--- src/rtl/sap_ctrl_pkg.sv ---
// -----------------------------------------------------------------------------
// sap_ctrl_pkg
//   Shared types and constants for the SAP-2 control sequencer:
//   opcode encoding, FSM states, jump condition codes, A-register source
//   select values and a helper that evaluates a jump condition.
//   Configuration macro used by the sequencer: SINGLE_STEP_EN.
// -----------------------------------------------------------------------------
package sap_ctrl_pkg;

  localparam int OPC_W = 4;

  typedef enum logic [OPC_W-1:0] {
    OP_NOP = 4'h0,
    OP_LDA = 4'h1,
    OP_ADD = 4'h2,
    OP_SUB = 4'h3,
    OP_STA = 4'h4,
    OP_LDI = 4'h5,
    OP_JMP = 4'h6,
    OP_JC  = 4'h7,
    OP_JZ  = 4'h8,
    OP_OUT = 4'hE,
    OP_HLT = 4'hF
  } opcode_e;

  typedef enum logic [2:0] {
    S_FETCH  = 3'd0,
    S_DECODE = 3'd1,
    S_MEM    = 3'd2,
    S_ALU    = 3'd3,
    S_HALT   = 3'd4
  } state_e;

  typedef enum logic [1:0] {
    COND_ALWAYS = 2'd0,
    COND_CARRY  = 2'd1,
    COND_ZERO   = 2'd2
  } cond_e;

  localparam logic [1:0] A_SRC_RAM = 2'd0;
  localparam logic [1:0] A_SRC_ALU = 2'd1;
  localparam logic [1:0] A_SRC_IMM = 2'd2;

  // True when a jump with condition code 'cond' should be taken.
  function automatic logic cond_met(input logic [1:0] cond,
                                    input logic carry,
                                    input logic zero);
    logic taken;
    case (cond)
      COND_ALWAYS: taken = 1'b1;
      COND_CARRY:  taken = carry;
      COND_ZERO:   taken = zero;
      default:     taken = 1'b0;
    endcase
    return taken;
  endfunction

endpackage

--- src/rtl/control_sequencer_decoder.sv ---
// -----------------------------------------------------------------------------
// instr_decoder
//   Combinational opcode classifier for the control sequencer.
//   Ports:
//     opcode    in   OPC_W  opcode field of the IR
//     needs_mem out  1      instruction has an operand RAM access (LDA/ADD/SUB/STA)
//     is_jump   out  1      JMP/JC/JZ
//     cond      out  2      jump condition (cond_e)
//     is_ldi    out  1      load immediate
//     is_out    out  1      output register load
//     is_halt   out  1      HLT
//     is_load   out  1      LDA
//     is_store  out  1      STA
//     is_sub    out  1      SUB
//   Undefined opcodes decode with every class bit low, i.e. as NOP.
// -----------------------------------------------------------------------------
module instr_decoder
  import sap_ctrl_pkg::*;
(
  input  logic [OPC_W-1:0] opcode,
  output logic             needs_mem,
  output logic             is_jump,
  output logic [1:0]       cond,
  output logic             is_ldi,
  output logic             is_out,
  output logic             is_halt,
  output logic             is_load,
  output logic             is_store,
  output logic             is_sub
);

  // Opcode to instruction class lookup.
  always_comb begin
    needs_mem = 1'b0;
    is_jump   = 1'b0;
    cond      = COND_ALWAYS;
    is_ldi    = 1'b0;
    is_out    = 1'b0;
    is_halt   = 1'b0;
    is_load   = 1'b0;
    is_store  = 1'b0;
    is_sub    = 1'b0;
    case (opcode)
      OP_LDA: begin needs_mem = 1'b1; is_load  = 1'b1; end
      OP_ADD: begin needs_mem = 1'b1; end
      OP_SUB: begin needs_mem = 1'b1; is_sub   = 1'b1; end
      OP_STA: begin needs_mem = 1'b1; is_store = 1'b1; end
      OP_LDI: begin is_ldi = 1'b1; end
      OP_JMP: begin is_jump = 1'b1; cond = COND_ALWAYS; end
      OP_JC:  begin is_jump = 1'b1; cond = COND_CARRY;  end
      OP_JZ:  begin is_jump = 1'b1; cond = COND_ZERO;   end
      OP_OUT: begin is_out  = 1'b1; end
      OP_HLT: begin is_halt = 1'b1; end
      default: begin end
    endcase
  end

endmodule

--- src/rtl/control_sequencer.sv ---
// -----------------------------------------------------------------------------
// control_sequencer
//   Fetch/decode/execute FSM of the SAP-2 core. Drives the PC increment/load,
//   the shared RAM port (instruction fetch vs operand access), IR, A/B and
//   output register strobes. Strobes are combinational from state, IR and
//   mem_ready and are forced low while reset_n is asserted.
//   Ports:
//     clk, reset_n (async active-low)
//     instr_in, mem_ready, flag_carry, flag_zero, step      inputs
//     pc_enable, pc_load, pc_load_value, mem_addr_sel, mem_rd, mem_wr,
//     ir_load, a_load, a_src, b_load, alu_sub, out_load, halted  outputs
//   Configuration: define SINGLE_STEP_EN to make the FSM wait in S_FETCH for
//   a step pulse before each instruction; otherwise step is ignored.
// -----------------------------------------------------------------------------
module control_sequencer
  import sap_ctrl_pkg::*;
#(
  parameter int ADDR_W   = 4,
  parameter int DATA_W   = 8,
  parameter int OPCODE_W = 4
) (
  input  logic              clk,
  input  logic              reset_n,
  input  logic [DATA_W-1:0] instr_in,
  input  logic              mem_ready,
  input  logic              flag_carry,
  input  logic              flag_zero,
  input  logic              step,
  output logic              pc_enable,
  output logic              pc_load,
  output logic [ADDR_W-1:0] pc_load_value,
  output logic              mem_addr_sel,
  output logic              mem_rd,
  output logic              mem_wr,
  output logic              ir_load,
  output logic              a_load,
  output logic [1:0]        a_src,
  output logic              b_load,
  output logic              alu_sub,
  output logic              out_load,
  output logic              halted
);

  state_e              state_r;
  state_e              next_state_s;
  logic [DATA_W-1:0]   ir_r;
  logic [OPCODE_W-1:0] opcode_s;
  logic                fetch_go_s;

  logic       needs_mem_s;
  logic       is_jump_s;
  logic [1:0] cond_s;
  logic       is_ldi_s;
  logic       is_out_s;
  logic       is_halt_s;
  logic       is_load_s;
  logic       is_store_s;
  logic       is_sub_s;

  assign opcode_s      = ir_r[DATA_W-1 -: OPCODE_W];
  assign pc_load_value = ir_r[ADDR_W-1:0];

  instr_decoder u_decoder (
    .opcode    (opcode_s),
    .needs_mem (needs_mem_s),
    .is_jump   (is_jump_s),
    .cond      (cond_s),
    .is_ldi    (is_ldi_s),
    .is_out    (is_out_s),
    .is_halt   (is_halt_s),
    .is_load   (is_load_s),
    .is_store  (is_store_s),
    .is_sub    (is_sub_s)
  );

`ifdef SINGLE_STEP_EN
  logic step_armed_r;

  // Step latch: armed by a step seen in S_FETCH, consumed by the fetch it
  // releases. Steps outside S_FETCH are dropped, so they never queue.
  always_ff @(posedge clk or negedge reset_n) begin
    if (!reset_n) begin
      step_armed_r <= 1'b0;
    end else if (state_r == S_FETCH) begin
      if (!step_armed_r) begin
        step_armed_r <= step;
      end else if (mem_ready) begin
        step_armed_r <= 1'b0;
      end else begin
        step_armed_r <= step_armed_r;
      end
    end else begin
      step_armed_r <= 1'b0;
    end
  end

  assign fetch_go_s = step_armed_r;
`else
  logic unused_step_s;
  assign unused_step_s = step;
  assign fetch_go_s    = 1'b1;
`endif

  // FSM state register.
  always_ff @(posedge clk or negedge reset_n) begin
    if (!reset_n) begin
      state_r <= S_FETCH;
    end else begin
      state_r <= next_state_s;
    end
  end

  // Instruction register, captured at the end of a completed fetch.
  always_ff @(posedge clk or negedge reset_n) begin
    if (!reset_n) begin
      ir_r <= {DATA_W{1'b0}};
    end else if (ir_load) begin
      ir_r <= instr_in;
    end else begin
      ir_r <= ir_r;
    end
  end

  // Next-state and strobe decode; reset_n gates every strobe so an aborted
  // instruction never leaves a partial strobe behind.
  always_comb begin
    next_state_s = state_r;
    pc_enable    = 1'b0;
    pc_load      = 1'b0;
    mem_addr_sel = 1'b0;
    mem_rd       = 1'b0;
    mem_wr       = 1'b0;
    ir_load      = 1'b0;
    a_load       = 1'b0;
    a_src        = A_SRC_RAM;
    b_load       = 1'b0;
    alu_sub      = 1'b0;
    out_load     = 1'b0;
    halted       = 1'b0;
    if (!reset_n) begin
      next_state_s = S_FETCH;
    end else begin
      case (state_r)
        S_FETCH: begin
          if (fetch_go_s) begin
            mem_rd = 1'b1;
            if (mem_ready) begin
              ir_load      = 1'b1;
              pc_enable    = 1'b1;
              next_state_s = S_DECODE;
            end else begin
              next_state_s = S_FETCH;
            end
          end else begin
            next_state_s = S_FETCH;
          end
        end
        S_DECODE: begin
          if (is_halt_s) begin
            next_state_s = S_HALT;
          end else if (needs_mem_s) begin
            next_state_s = S_MEM;
          end else begin
            next_state_s = S_FETCH;
            if (is_ldi_s) begin
              a_load = 1'b1;
              a_src  = A_SRC_IMM;
            end else if (is_out_s) begin
              out_load = 1'b1;
            end else if (is_jump_s) begin
              pc_load = cond_met(cond_s, flag_carry, flag_zero);
            end else begin
              pc_load = 1'b0;
            end
          end
        end
        S_MEM: begin
          mem_addr_sel = 1'b1;
          if (is_store_s) begin
            mem_wr = 1'b1;
          end else begin
            mem_rd = 1'b1;
          end
          if (mem_ready) begin
            if (is_load_s) begin
              a_load       = 1'b1;
              a_src        = A_SRC_RAM;
              next_state_s = S_FETCH;
            end else if (is_store_s) begin
              next_state_s = S_FETCH;
            end else begin
              b_load       = 1'b1;
              next_state_s = S_ALU;
            end
          end else begin
            next_state_s = S_MEM;
          end
        end
        S_ALU: begin
          a_load       = 1'b1;
          a_src        = A_SRC_ALU;
          alu_sub      = is_sub_s;
          next_state_s = S_FETCH;
        end
        S_HALT: begin
          halted       = 1'b1;
          next_state_s = S_HALT;
        end
        default: begin
          next_state_s = S_FETCH;
        end
      endcase
    end
  end

endmodule

--- config.mk ---
export PLATFORM = sky130hd
export DESIGN_NAME = control_sequencer
export DESIGN_NICKNAME = d
export VERILOG_FILES = /design/src/rtl/sap_ctrl_pkg.sv /design/src/rtl/control_sequencer_decoder.sv /design/src/rtl/control_sequencer.sv
export SDC_FILE = /design/constraint.sdc
export NUM_CORES = 1
export LEC_CHECK = 0
export BUFFER_PORTS_ARGS = -buffer_cell sky130_fd_sc_hd__clkbuf_2
export CAP_MARGIN = 10
export CORE_ASPECT_RATIO = 1.25
export CORE_MARGIN = 8
export CORE_UTILIZATION = 30
export CTS_CLUSTER_DIAMETER = 80
export DETAILED_ROUTE_END_ITERATION = 12
export PLACE_DENSITY_LB_ADDON = 0.08
export SYNTH_ARGS = -nofsm -noshare
export SYNTH_HDL_FRONTEND = slang
export SYNTH_SLANG_ARGS = --single-unit
--- constraint.sdc ---
create_clock -name clk -period 1.8 [get_ports clk]
set_input_delay 0.18 -clock clk [delete_from_list [all_inputs] [get_ports clk]]
set_output_delay 0.18 -clock clk [all_outputs]
set_load 0.01 [all_outputs]
Word level (Yosys, flattened, before mapping) --
Cells that the tools add are included.
Word-level totals: register bits after elaboration 11, input port bits 14, logic and storage cells 84
Operators by class: equality and inequality tests 16, mux-type cells 62, reductions and logical operators 4
Operators with widths (number):
- two-way mux 1 bit | 46
- equality test 4 x 3 -> 1 bit (second input constant) | 4
- two-way mux 2 bit | 7
- equality test 4 bit (second input constant) | 3
- one-hot mux 3 bit (4 select lines) | 1
- two-way mux 3 bit | 3
- equality test 4 x 2 -> 1 bit (second input constant) | 2
- one-hot mux 2 bit (2 select lines) | 2
- equality test 3 x 2 -> 1 bit (second input constant) | 2
- one-hot mux 1 bit (3 select lines) | 2
- equality test 4 x 1 -> 1 bit (second input constant) | 1
- OR reduction 4 bit | 1
- equality test 3 x 1 -> 1 bit (second input constant) | 1
- equality test 3 bit (second input constant) | 1
- zero test 3 bit | 1
- OR reduction 3 bit | 1
- equality test 2 x 1 -> 1 bit (second input constant) | 1
- equality test 2 bit (second input constant) | 1
- zero test 2 bit | 1
- one-hot mux 1 bit (2 select lines) | 1

Longest topological paths before layout --
depth in word-level cells 11, gate-level depth with buffers 4, gate-level depth less buffers 3

Cells and area by module --
From an unflattened synthesis, not the netlist that was laid out.
Second synthesis, totals: cell total of the unflattened synthesis 79, area total of the unflattened synthesis 750.7 um^2
By module, submodules not included:
- control_sequencer | instances 1, cells each 62, area each 655.6 um^2, seq. area each 275.3 um^2
- instr_decoder | instances 1, cells each 17, area each 95.1 um^2, seq. area each 0.0 um^2

Worst setup path before layout --
No wires, ideal clock.
kind reg-to-output, start point reg ir_r[5], end point out a_load, arrival 1123 ps, required time 1620 ps, slack 497 ps, cell stages (with the launch flop) 5, cell sequence dfrtp_1 > buf_2 > nor4bb_1 > o21ai_1 > a21oi_1
Between the ends: word-level cells in the longest chain between the ends 7
RTL lines:
- start: declaration | RTL line control_sequencer.sv:46 | logic [DATA_W-1:0] ir_r;
- start signal: assignment | RTL line control_sequencer.sv:116 | ir_r <= {DATA_W{1'b0}};
- start signal: assignment | RTL line control_sequencer.sv:118 | ir_r <= instr_in;
- start signal: assignment | RTL line control_sequencer.sv:120 | ir_r <= ir_r;
- equality test 4 x 2 -> 1 bit (tied with other cells) | RTL line control_sequencer_decoder.sv:43 | case (opcode)
- OR reduction 4 bit (no line) / two-way mux 1 bit (equally long branches)
- two-way mux 1 bit (on tied branches) | RTL line control_sequencer_decoder.sv:43, control_sequencer.sv:165
- two-way mux 1 bit | RTL line control_sequencer.sv:161 | end else if (needs_mem_s) begin
- two-way mux 1 bit | RTL line control_sequencer.sv:159 | if (is_halt_s) begin
- one-hot mux 1 bit (3 select lines) * | RTL line control_sequencer.sv:143 | case (state_r)
- two-way mux 1 bit * | RTL line control_sequencer.sv:140 | if (!reset_n) begin
- end: declaration | RTL line control_sequencer.sv:36 | output logic a_load,
Mark *: on every way between the ends. The rest lies on a longest branch, timed or not.

Worst setup path in the final report --
start point in reset_n, end point out out_load
Between the ends: word-level cells in the longest chain between the ends 1
RTL lines:
- start: declaration | RTL line control_sequencer.sv:23 | input logic reset_n,
- two-way mux 1 bit | RTL line control_sequencer.sv:140
- end: declaration | RTL line control_sequencer.sv:40 | output logic out_load,
Every way passes these cells.

==> summary.md <==
| Metric | Value |
|---|---|
| Run status | `finished clean` |
| Met3 Wirelength | `177 um` |
| Syn. warnings | `0` |
| Worst-skew pair later-pin latency | `0.26 ns` |
| Die width | `61.3 um` |
| Core area | `2430 sq um` |
| Commonest cells after routing, fill and taps aside | `clkbuf_2 (28), dfrtp_1 (9), mux2_4 (8), buf_4 (8), a21oi_1 (5)` |
| Met2 wire length | `845 um` |
| Post-Synthesis Cells | `76` |
| Area grow syn2layout | `31.2%` |
| Fin. Hold Viols | `0` |
| H-tree Lvls | `1` |
| Antenna cell count | `0` |
| CP max FO | `9` |
| Tot Pwr | `0.829 mW` |
| DR vias/cell | `4.66` |
| Slowest-stage cell, CP | `dlygate4sd3_1` |
| DRT Pass-1 Iters | `3` |
| Largest net degree at the start of global routing | `12` |
| Ys flop type | `dfrtp_1` |
| Final Cycle Share | `95.0%` |
| Vias | `657` |
| Crit end category | `output port` |
| Cell variety after synth | `33` |
| Port bufs | `29` |
| Global-route wire length before repair | `2.99 mm` |
| Vias in the first global route | `673` |
| Highest achievable clock rate | `585 MHz` |
| Tot GR Track Use | `8.76%` |
| WHS Path Cells | `2` |
| DRC violations left | `0` |
| Fin. max-slew vios | `0` |
| CTS tree | `done` |
| Asr flop ratio synth | `100%` |
| FF+latch count, synth | `11` |
| Initial Util | `31.7%` |
| Fillcell total | `260` |
| Relative slew slack | `75.6%` |
| CTS max path bufs | `2` |
| WL final | `1.85 mm` |
| PnR worst setup slack | `0.0909 ns` |
| Gpl congestion | `0.742` |
| Std cell rows | `20` |
| Crit path largest cell delay | `0.52 ns` |
| Average size of a mapped cell | `10.1 sq um` |
| # Max-Cap Violations | `0` |
| Cell Pwr Density | `821 nW/um^2` |
| Clk slew on worst S/H paths | `0.07 ns` |
| Fin util | `41.6%` |
| Post-detailed-route wirelength per cell | `13.1 um` |
| Maximum VDD drop | `0.497 mV` |
| Met1 WL | `807 um` |
| Number of synthesized flops with an enable pin | `0` |
| Clk root buf | `clkbuf_4` |
| DP HPWL | `1.44 mm` |
| FF/Latch Area | `278 sq um` |
| Commonest non-fill, non-tap cell in the layout | `clkbuf_2` |
| Post-layout nets | `123` |
| Min-delay worst type | `input pin to flop` |
| Reg2Reg Depth | `4` |
| Synth Cell Area | `769 sq um` |
| Post-place setup slack | `0.317 ns` |
| Post-DRT Antenna Nets | `0` |
| Die Ht | `72.6 um` |
| Worst slew pin tran | `0.366 ns` |
| Io pins | `31` |
| Final setup vio count | `0` |
| Leak | `0.512 nW` |
| Critical Path RT | `1.62 ns` |
| Clock sink count | `11` |
| Syn_nets | `90` |
| Share of cells above drive strength 1 | `52.8%` |
| Area of the multi-input gates | `443 sq um` |
| Critical path class | `input pin to output port` |
| Die area | `4450 sq um` |
| RSZ-0062 raised after global routing | `no` |
| Startpoint Class | `input pin` |
| Total negative slack | `0 ns` |
| Gr ovfl total | `0` |
| Initial DRC Count | `15` |
| Cells along the critical path | `dlygate4sd3_1 -> clkbuf_4 -> and2b_4 -> nand2_1 -> nor3b_1 -> clkbuf_2` |
| Min Clock Period, post-route | `1.71 ns` |
| Initial antenna violation count | `0` |
| Max Used Layer | `met4` |
| Seq/Total Area, Yosys | `35.8%` |
| Clock Skews | `0.00357 ns` |
| CTS Buf Count | `3` |
| CP arrival | `1.53 ns` |
-- worst max-delay path, delay by kind of cell --
family,cells,cell delay (ns)
buffers and inverters,3,0.86
and+or+nand+nor,3,0.48
-- layout make-up --
class | instances | area share, %
timing repair buffer | 38 | 21.6
inverter | 1 | 0.372
multi-input combinational | 54 | 43.9
tap | 33 | 4.09
sequential | 11 | 27.5
clock buffer | 4 | 2.60
-- kinds of logic (layout without fill, tap and decap cells) --
group	count (synthesis)	count (layout)	share of synthesized area [%]
and+or+nand+nor	34	34	30.6
AOI/OAI and AO/OA	11	11	8.29
DFF	11	11	35.8
buffers and inverters	11	43	8.62
muxes	8	8	15.6
xor gates and xnor gates	1	1	1.14
-- path summary, 6_finish.rpt --
check	startpoint	endpoint	slack, ns
max reg2reg	state_r[1]	ir_r[4]	0.43
max in group asynchronous	reset_n	ir_r[4]	1.17
min in group asynchronous	reset_n	ir_r[5]	0.28
min	instr_in[5]	ir_r[5]	0.14
max	reset_n	out_load	0.09
min reg2reg	ir_r[1]	ir_r[1]	0.52
-- cell usage after synthesis (2+ instances only) --
cell type  number  share of area (%)
a21oi_1         5                3.3
buf_2           5                3.3
and3_1          2                1.6
nand4b_1        2                2.3
o21ai_0         2                1.3
dfrtp_1        11                 36
nand3_1         2                1.3
nor2_1          4                2.0
nand2b_1        3                2.4
and3_2          2                2.0
nand2_1         3                1.5
mux2_4          8                 16
or2b_1          2                2.0
buf_4           5                4.9
nor3b_1         2                2.0
-- state kept, by name (all words and copies together) (netlist names) --
register	cells
state_r	3
ir_r	8
-- metrics by stage --
step,hold slack (ns),cells,cell area [sq um]
finish,0.144,141,1010
global route,0.134,141,1010
CTS,0.136,136,952
detailed placement,0.0195,131,916
global placement,0.0194,131,916
floorplan,-0.116,76,769
-- metal layers --
metal / vias up / global-route usage (%)
met2: 20 / 13.4
met4: 0 / 3.90
met3: 2 / 2.82
li1: 332 / -
met5: - / 0
met1: 303 / 10.7
-- report_power, final --
group          total (mW)  leakage [nW]  switching (mW)  internal, mW
Clock               0.163        0.0150          0.0778        0.0856
Combinational       0.292         0.364           0.117         0.175
Sequential          0.374         0.133          0.0759         0.298
-- repair_timing --
item | CTS | global route
gates resized for setup | 0 | 6
endpoints found under the hold margin | 11 | 0
endpoints found under the setup margin | 0 | 6
hold buffers | 1 | 0
setup buffers | 0 | 5
No activity file was read; power rests on OpenSTA's default activity.
